**src/rtl/alu_uart_pkg.sv**
```systemverilog
// Shared constants and types for the UART ALU command parser and response packer.
package alu_uart_pkg;

    localparam int unsigned OP_W   = 8;
    localparam int unsigned BYTE_W = 8;

    localparam logic [BYTE_W-1:0] SYNC_BYTE_DEFAULT = 8'hA5;

    typedef enum logic [2:0] {
        ST_IDLE = 3'd0,
        ST_SYNC = 3'd1,
        ST_OP   = 3'd2,
        ST_DATA = 3'd3,
        ST_CSUM = 3'd4
    } resp_state_e;

endpackage

```
**src/rtl/alu_resp_packer.sv**
```systemverilog
// Serializes one ALU result into a SYNC/op/data/checksum byte frame on an AXI-stream byte port.
module alu_resp_packer
    import alu_uart_pkg::*;
#(
    parameter int unsigned       RESULT_BYTES = 4,
    parameter logic [BYTE_W-1:0] SYNC_BYTE    = SYNC_BYTE_DEFAULT
) (
    input  logic                         clk,
    input  logic                         rst,
    input  logic [OP_W-1:0]              s_res_op,
    input  logic [BYTE_W*RESULT_BYTES-1:0] s_res_data,
    input  logic                         s_res_valid,
    output logic                         s_res_ready,
    output logic [BYTE_W-1:0]            m_axis_tdata,
    output logic                         m_axis_tvalid,
    input  logic                         m_axis_tready,
    output logic                         busy,
    output logic [15:0]                  frame_count
);

    localparam int unsigned DATA_W   = BYTE_W * RESULT_BYTES;
    localparam int unsigned IDX_W    = 3;
    localparam logic [IDX_W-1:0] LAST_IDX = IDX_W'(RESULT_BYTES - 1);

    resp_state_e           state_q, state_d;
    logic [BYTE_W-1:0]     tdata_q, tdata_d;
    logic                  tvalid_q;
    logic [OP_W-1:0]       op_q, op_d;
    logic [DATA_W-1:0]     shift_q, shift_d;
    logic [BYTE_W-1:0]     csum_q, csum_d;
    logic [IDX_W-1:0]      idx_q, idx_d;
    logic [15:0]           count_q, count_d;
    logic                  ready_en_q;
    logic                  accept;
    logic                  hs;

    assign s_res_ready   = ready_en_q && (state_q == ST_IDLE);
    assign accept        = s_res_valid && s_res_ready;
    assign hs            = tvalid_q && m_axis_tready;
    assign m_axis_tdata  = tdata_q;
    assign m_axis_tvalid = tvalid_q;
    assign busy          = (state_q != ST_IDLE);
    assign frame_count   = count_q;

    // State and datapath registers; reset abandons any frame in flight.
    always_ff @(posedge clk or negedge rst) begin
        if (!rst) begin
            state_q    <= ST_IDLE;
            tdata_q    <= '0;
            tvalid_q   <= 1'b0;
            op_q       <= '0;
            shift_q    <= '0;
            csum_q     <= '0;
            idx_q      <= '0;
            count_q    <= '0;
            ready_en_q <= 1'b0;
        end else begin
            state_q    <= state_d;
            tdata_q    <= tdata_d;
            tvalid_q   <= (state_d != ST_IDLE);
            op_q       <= op_d;
            shift_q    <= shift_d;
            csum_q     <= csum_d;
            idx_q      <= idx_d;
            count_q    <= count_d;
            ready_en_q <= 1'b1;
        end
    end

    // Next-state logic: every transition past IDLE waits on a byte handshake.
    always_comb begin
        state_d = state_q;
        unique case (state_q)
            ST_IDLE: if (accept) state_d = ST_SYNC;
            ST_SYNC: if (hs)     state_d = ST_OP;
            ST_OP:   if (hs)     state_d = ST_DATA;
            ST_DATA: if (hs && (idx_q == LAST_IDX)) state_d = ST_CSUM;
            ST_CSUM: if (hs)     state_d = ST_IDLE;
            default:             state_d = ST_IDLE;
        endcase
    end

    // Output/datapath logic: the next byte is loaded on each handshake, folding
    // data bytes into the checksum as they enter the output register.
    always_comb begin
        tdata_d = tdata_q;
        op_d    = op_q;
        shift_d = shift_q;
        csum_d  = csum_q;
        idx_d   = idx_q;
        count_d = count_q;
        unique case (state_q)
            ST_IDLE: begin
                if (accept) begin
                    tdata_d = SYNC_BYTE;
                    op_d    = s_res_op;
                    shift_d = s_res_data;
                    csum_d  = s_res_op;
                    idx_d   = '0;
                end
            end
            ST_SYNC: begin
                if (hs) tdata_d = op_q;
            end
            ST_OP: begin
                if (hs) begin
                    tdata_d = shift_q[BYTE_W-1:0];
                    csum_d  = csum_q ^ shift_q[BYTE_W-1:0];
                    shift_d = shift_q >> BYTE_W;
                end
            end
            ST_DATA: begin
                if (hs) begin
                    if (idx_q == LAST_IDX) begin
                        tdata_d = csum_q;
                    end else begin
                        tdata_d = shift_q[BYTE_W-1:0];
                        csum_d  = csum_q ^ shift_q[BYTE_W-1:0];
                        shift_d = shift_q >> BYTE_W;
                        idx_d   = idx_q + IDX_W'(1);
                    end
                end
            end
            ST_CSUM: begin
                if (hs) count_d = count_q + 16'd1;
            end
            default: ;
        endcase
    end

endmodule

```
**config.mk**
```make
export PLATFORM = sky130hd
export DESIGN_NAME = alu_resp_packer
export DESIGN_NICKNAME = d
export VERILOG_FILES = /design/src/rtl/alu_uart_pkg.sv /design/src/rtl/alu_resp_packer.sv
export SDC_FILE = /design/constraint.sdc
export NUM_CORES = 1
export LEC_CHECK = 0
export ABC_AREA = 1
export CAP_MARGIN = 20
export CORE_ASPECT_RATIO = 0.6
export CORE_UTILIZATION = 50
export DETAILED_ROUTE_END_ITERATION = 12
export PLACE_DENSITY = 0.76
export SYNTH_ARGS = -nofsm -noshare
export SYNTH_HDL_FRONTEND = slang
export SYNTH_SLANG_ARGS = --single-unit
```
**constraint.sdc**
```tcl
create_clock -name clk -period 1.8 [get_ports clk]
set_clock_uncertainty 0.1 [all_clocks]
set_input_delay 0.36 -clock clk [delete_from_list [all_inputs] [get_ports clk]]
set_output_delay 0.36 -clock clk [all_outputs]
set_load 0.02 [all_outputs]
```
==> metrics.md <==
| Metric | Value |
|---|---|
| Clk pin slew, worst setup/hold paths | around 0.06 ns |
| CP endpoint kind | primary output |
| Mapped Nets | between 600 and 700 |
| Design area | 5540 um2 |
| Vias in the first global route | approximately 3700 |
| Overall power | between 9 and 10 mW |
| Crit-path cells | clkdlybuf4s50_1 |
| Nets | roughly 700 |
| Top Family by Delay on Critical Path | buffers and inverters |
| Final worst slack | about 0.03 ns |
| WHS Path Cells | 2 |
| Post-DP HPWL | 7130 um |
| Flop2flop setup slack | ~0.050 ns |
| Peak supply drop | between 1 and 1.5 mV |
| Critical path type | flop to primary output |
| CP Max Fanout | 2 |
| Post-synth ARST share | 100% |
| Layout cells sized above 1 | 10.1% |
| Initial Util | about 52% |
| Yosys warns | 0 |
| CTS Buf Count | 9 |
| Post-Route WL | around 11000 um |
| Place WS | -0.107 ns |
| Final setup TNS | 0 ns |
| Placed Area | 5100 um2 |
| Largest net degree at the start of global routing | 81 |
| Mean Syn Cell Area | 7.34 um2 |
| Slowest Stage Delay on Critical Path | 0.61 ns |
| Yosys cell types | 27 |
| Deepest level of the CTS H-tree | 3 |
| Die footprint | roughly 9000 um2 |
| Worst-Skew Late Latency | approximately 0.34 ns |
| R2R cell count | 9 |
| Die Y | about 73 um |
| Max frequency | 0.565 GHz |
| Diode count | 0 |
| Reg-to-reg critical path endpoint | csum_q[3] |
| Core area | ~8000 um2 |
| Number of I/O pins | between 70 and 80 |
| Crit start category | flop |
| DIE WIDTH | approximately 120 um |
| # setup viols final | 0 |
| #FFs+latches synth | 80 |
| Number of fill cells | ~670 |
| Final hold vios | 0 |
| Mapped cell area | 4180 um2 |
| GPL Wtd Cong | 0.837 |
| PwrDens | ~1600 nW/um2 |
| Worst path buffer plus inverter count | 1 |
| Slew Limit Fails | 0 |
| Global-route wire length before repair | ~17000 um |
| Prevailing post-synth register cell | dfrtp_1 |
| CTS tree | done |
| R2R Path Start | idx_q[0] |
| DRT Pass-1 Iters | 5 |
| Number of synthesized flops with an enable pin | 0 |
| Status | complete, no violations |
| Post-layout min period | between 1.5 and 2 ns |
| Final critical-path share of the clock period | a little over nine tenths |
| Area grow syn2layout | 32.6% |
| Cell taking the most area after synthesis | dfrtp_1 |
| Max Cap Viol | 0 |
| Synth area leaders | dfrtp_1 48%, nand2_1 27%, o21ai_0 5.7% |
| Top post-synthesis cells by count | 304 x nand2_1, 80 x dfrtp_1, 48 x o21ai_0 |
| Synth top area share | between 40% and 50% |
| CP max stage cell | clkdlybuf4s50_1 |
| Row count | 25 |
| IO Port Bufs | 70 |
| Hold Path Origin | shift_q[14] |
| Worst hold slack | roughly 0.37 ns |
| Sequential area share after synthesis | 47.9% |
| Pleak | approximately 2.8 nW |
| GRT overflow | 0 |
| Worst Path Arrival | 1.31 ns |
| Worst EP required | between 1 and 1.5 ns |
| DRC | 0 |
| Crit path from | m_axis_tdata[0] |
| HP Class | flop to flop |
| 1st-iter DRT viols | about 270 |
| Hold Path End | shift_q[14] |
| Clock Path Buffers | 2 |
| Top-count cell post-synth | nand2_1 |
| Mapped Cells | 570 |
| GRT Resource Usage Total | a little over a quarter |
| Root Buffer | clkbuf_16 |
| Routed Antenna Nets | 0 |
| Initial antenna violation count | 0 |
| Via/cell ratio | roughly 5.2 |
| WL per Instance | roughly 14 um |
| Via count | between 4000 and 5000 |
| CTS sink cnt | 80 |
-- power by group --
part	internal [mW]	switching, mW	leakage [nW]	total, mW
sequential	2.46	0.412	1.02	2.87
clock	1.28	0.702	0.159	1.98
combinational	1.76	2.49	1.67	4.25
total	5.50	3.61	2.85	9.11
-- through the flow --
stage	std cells	util [%]
finish	773	69.5
global route	773	69.5
CTS	768	68.2
detailed placement	751	63.9
global placement	751	63.9
floorplan	570	-
-- sequential cells by signal, summed over array words and instances, names as in the netlist --
signal         cells
shift_q           32
op_q               8
ready_en_q         1
frame_count       16
m_axis_tdata       8
m_axis_tvalid      1
idx_q              3
csum_q             8
state_q            3
-- how the worst max path moves through the flow --
stage | endpoint | slack, ns | cells after the start
finish | m_axis_tdata[0] | 0.03 | 1
CTS | s_res_ready | -0.05 | 4
global route | csum_q[7] | -0.02 | 9
floorplan | m_axis_tdata[6] | 0.09 | 9
detailed placement | frame_count[9] | -0.11 | 8
global placement | frame_count[9] | -0.08 | 8
-- layer usage --
| layer | part of all wire, % | up-vias | GRT usage (%) |
|---|---|---|---|
| met3 | 5.4 | 12 | 6.48 |
| li1 | - | 1935 | - |
| met4 | 0.89 | 0 | 8.33 |
| met1 | 49 | 1950 | 36.8 |
| met5 | 0 | - | 0 |
| met2 | 45 | 120 | 40.9 |
-- logic make-up (layout without fill, tap and decap cells) --
| logic type | count (synthesis) | in the layout | share of synthesized area, % |
|---|---|---|---|
| AOI/OAI and AO/OA | 60 | 60 | 7.81 |
| xor gates and xnor gates | 14 | 14 | 2.93 |
| adders and majority gates | 3 | 3 | 0.898 |
| buffers and inverters | 64 | 159 | 6.97 |
| DFF | 80 | 80 | 47.9 |
| other | 1 | 1 | 0.0897 |
| and+or+nand+nor | 348 | 348 | 33.4 |
-- repair_timing --
action / 4_1_cts / 5_1_grt
buffers inserted: 0 / 1
resized for setup: 23 / 13
hold buffers: 1 / 0
cloned: 1 / 4
endpoints found under the hold margin: 80 / 0
pin swaps: 0 / 2
endpoints found under the setup margin: 18 / 49
-- layout by cell type, fill, tap and decap left out, types with 2 or more instances in the layout --
master	n
clkbuf_16	11
nand2_1	300
xnor2_1	9
o21ai_0	48
o211ai_1	8
clkdlybuf4s50_1	49
dfrtp_1	80
clkbuf_8	2
nor2_1	18
a21oi_1	2
dlymetal6s2s_1	3
dlygate4sd2_1	15
nand3_1	7
nand4_1	3
nand2_2	7
nor2_2	5
bufinv_16	2
inv_1	43
nor2_4	2
xor2_1	5
buf_6	2
buf_12	4
buf_4	21
nand3b_1	3
-- layout make-up --
cell class,count,area [um2],area share (%)
timing repair buffer,100,1000,18.1
multi-input combinational,426,1920,34.6
clock inverter,3,65.1,1.17
tap,108,135,2.44
clock buffer,12,256,4.63
sequential,80,2000,36.1
inverter,44,165,2.98
No activity file was read; power rests on OpenSTA's default activity.
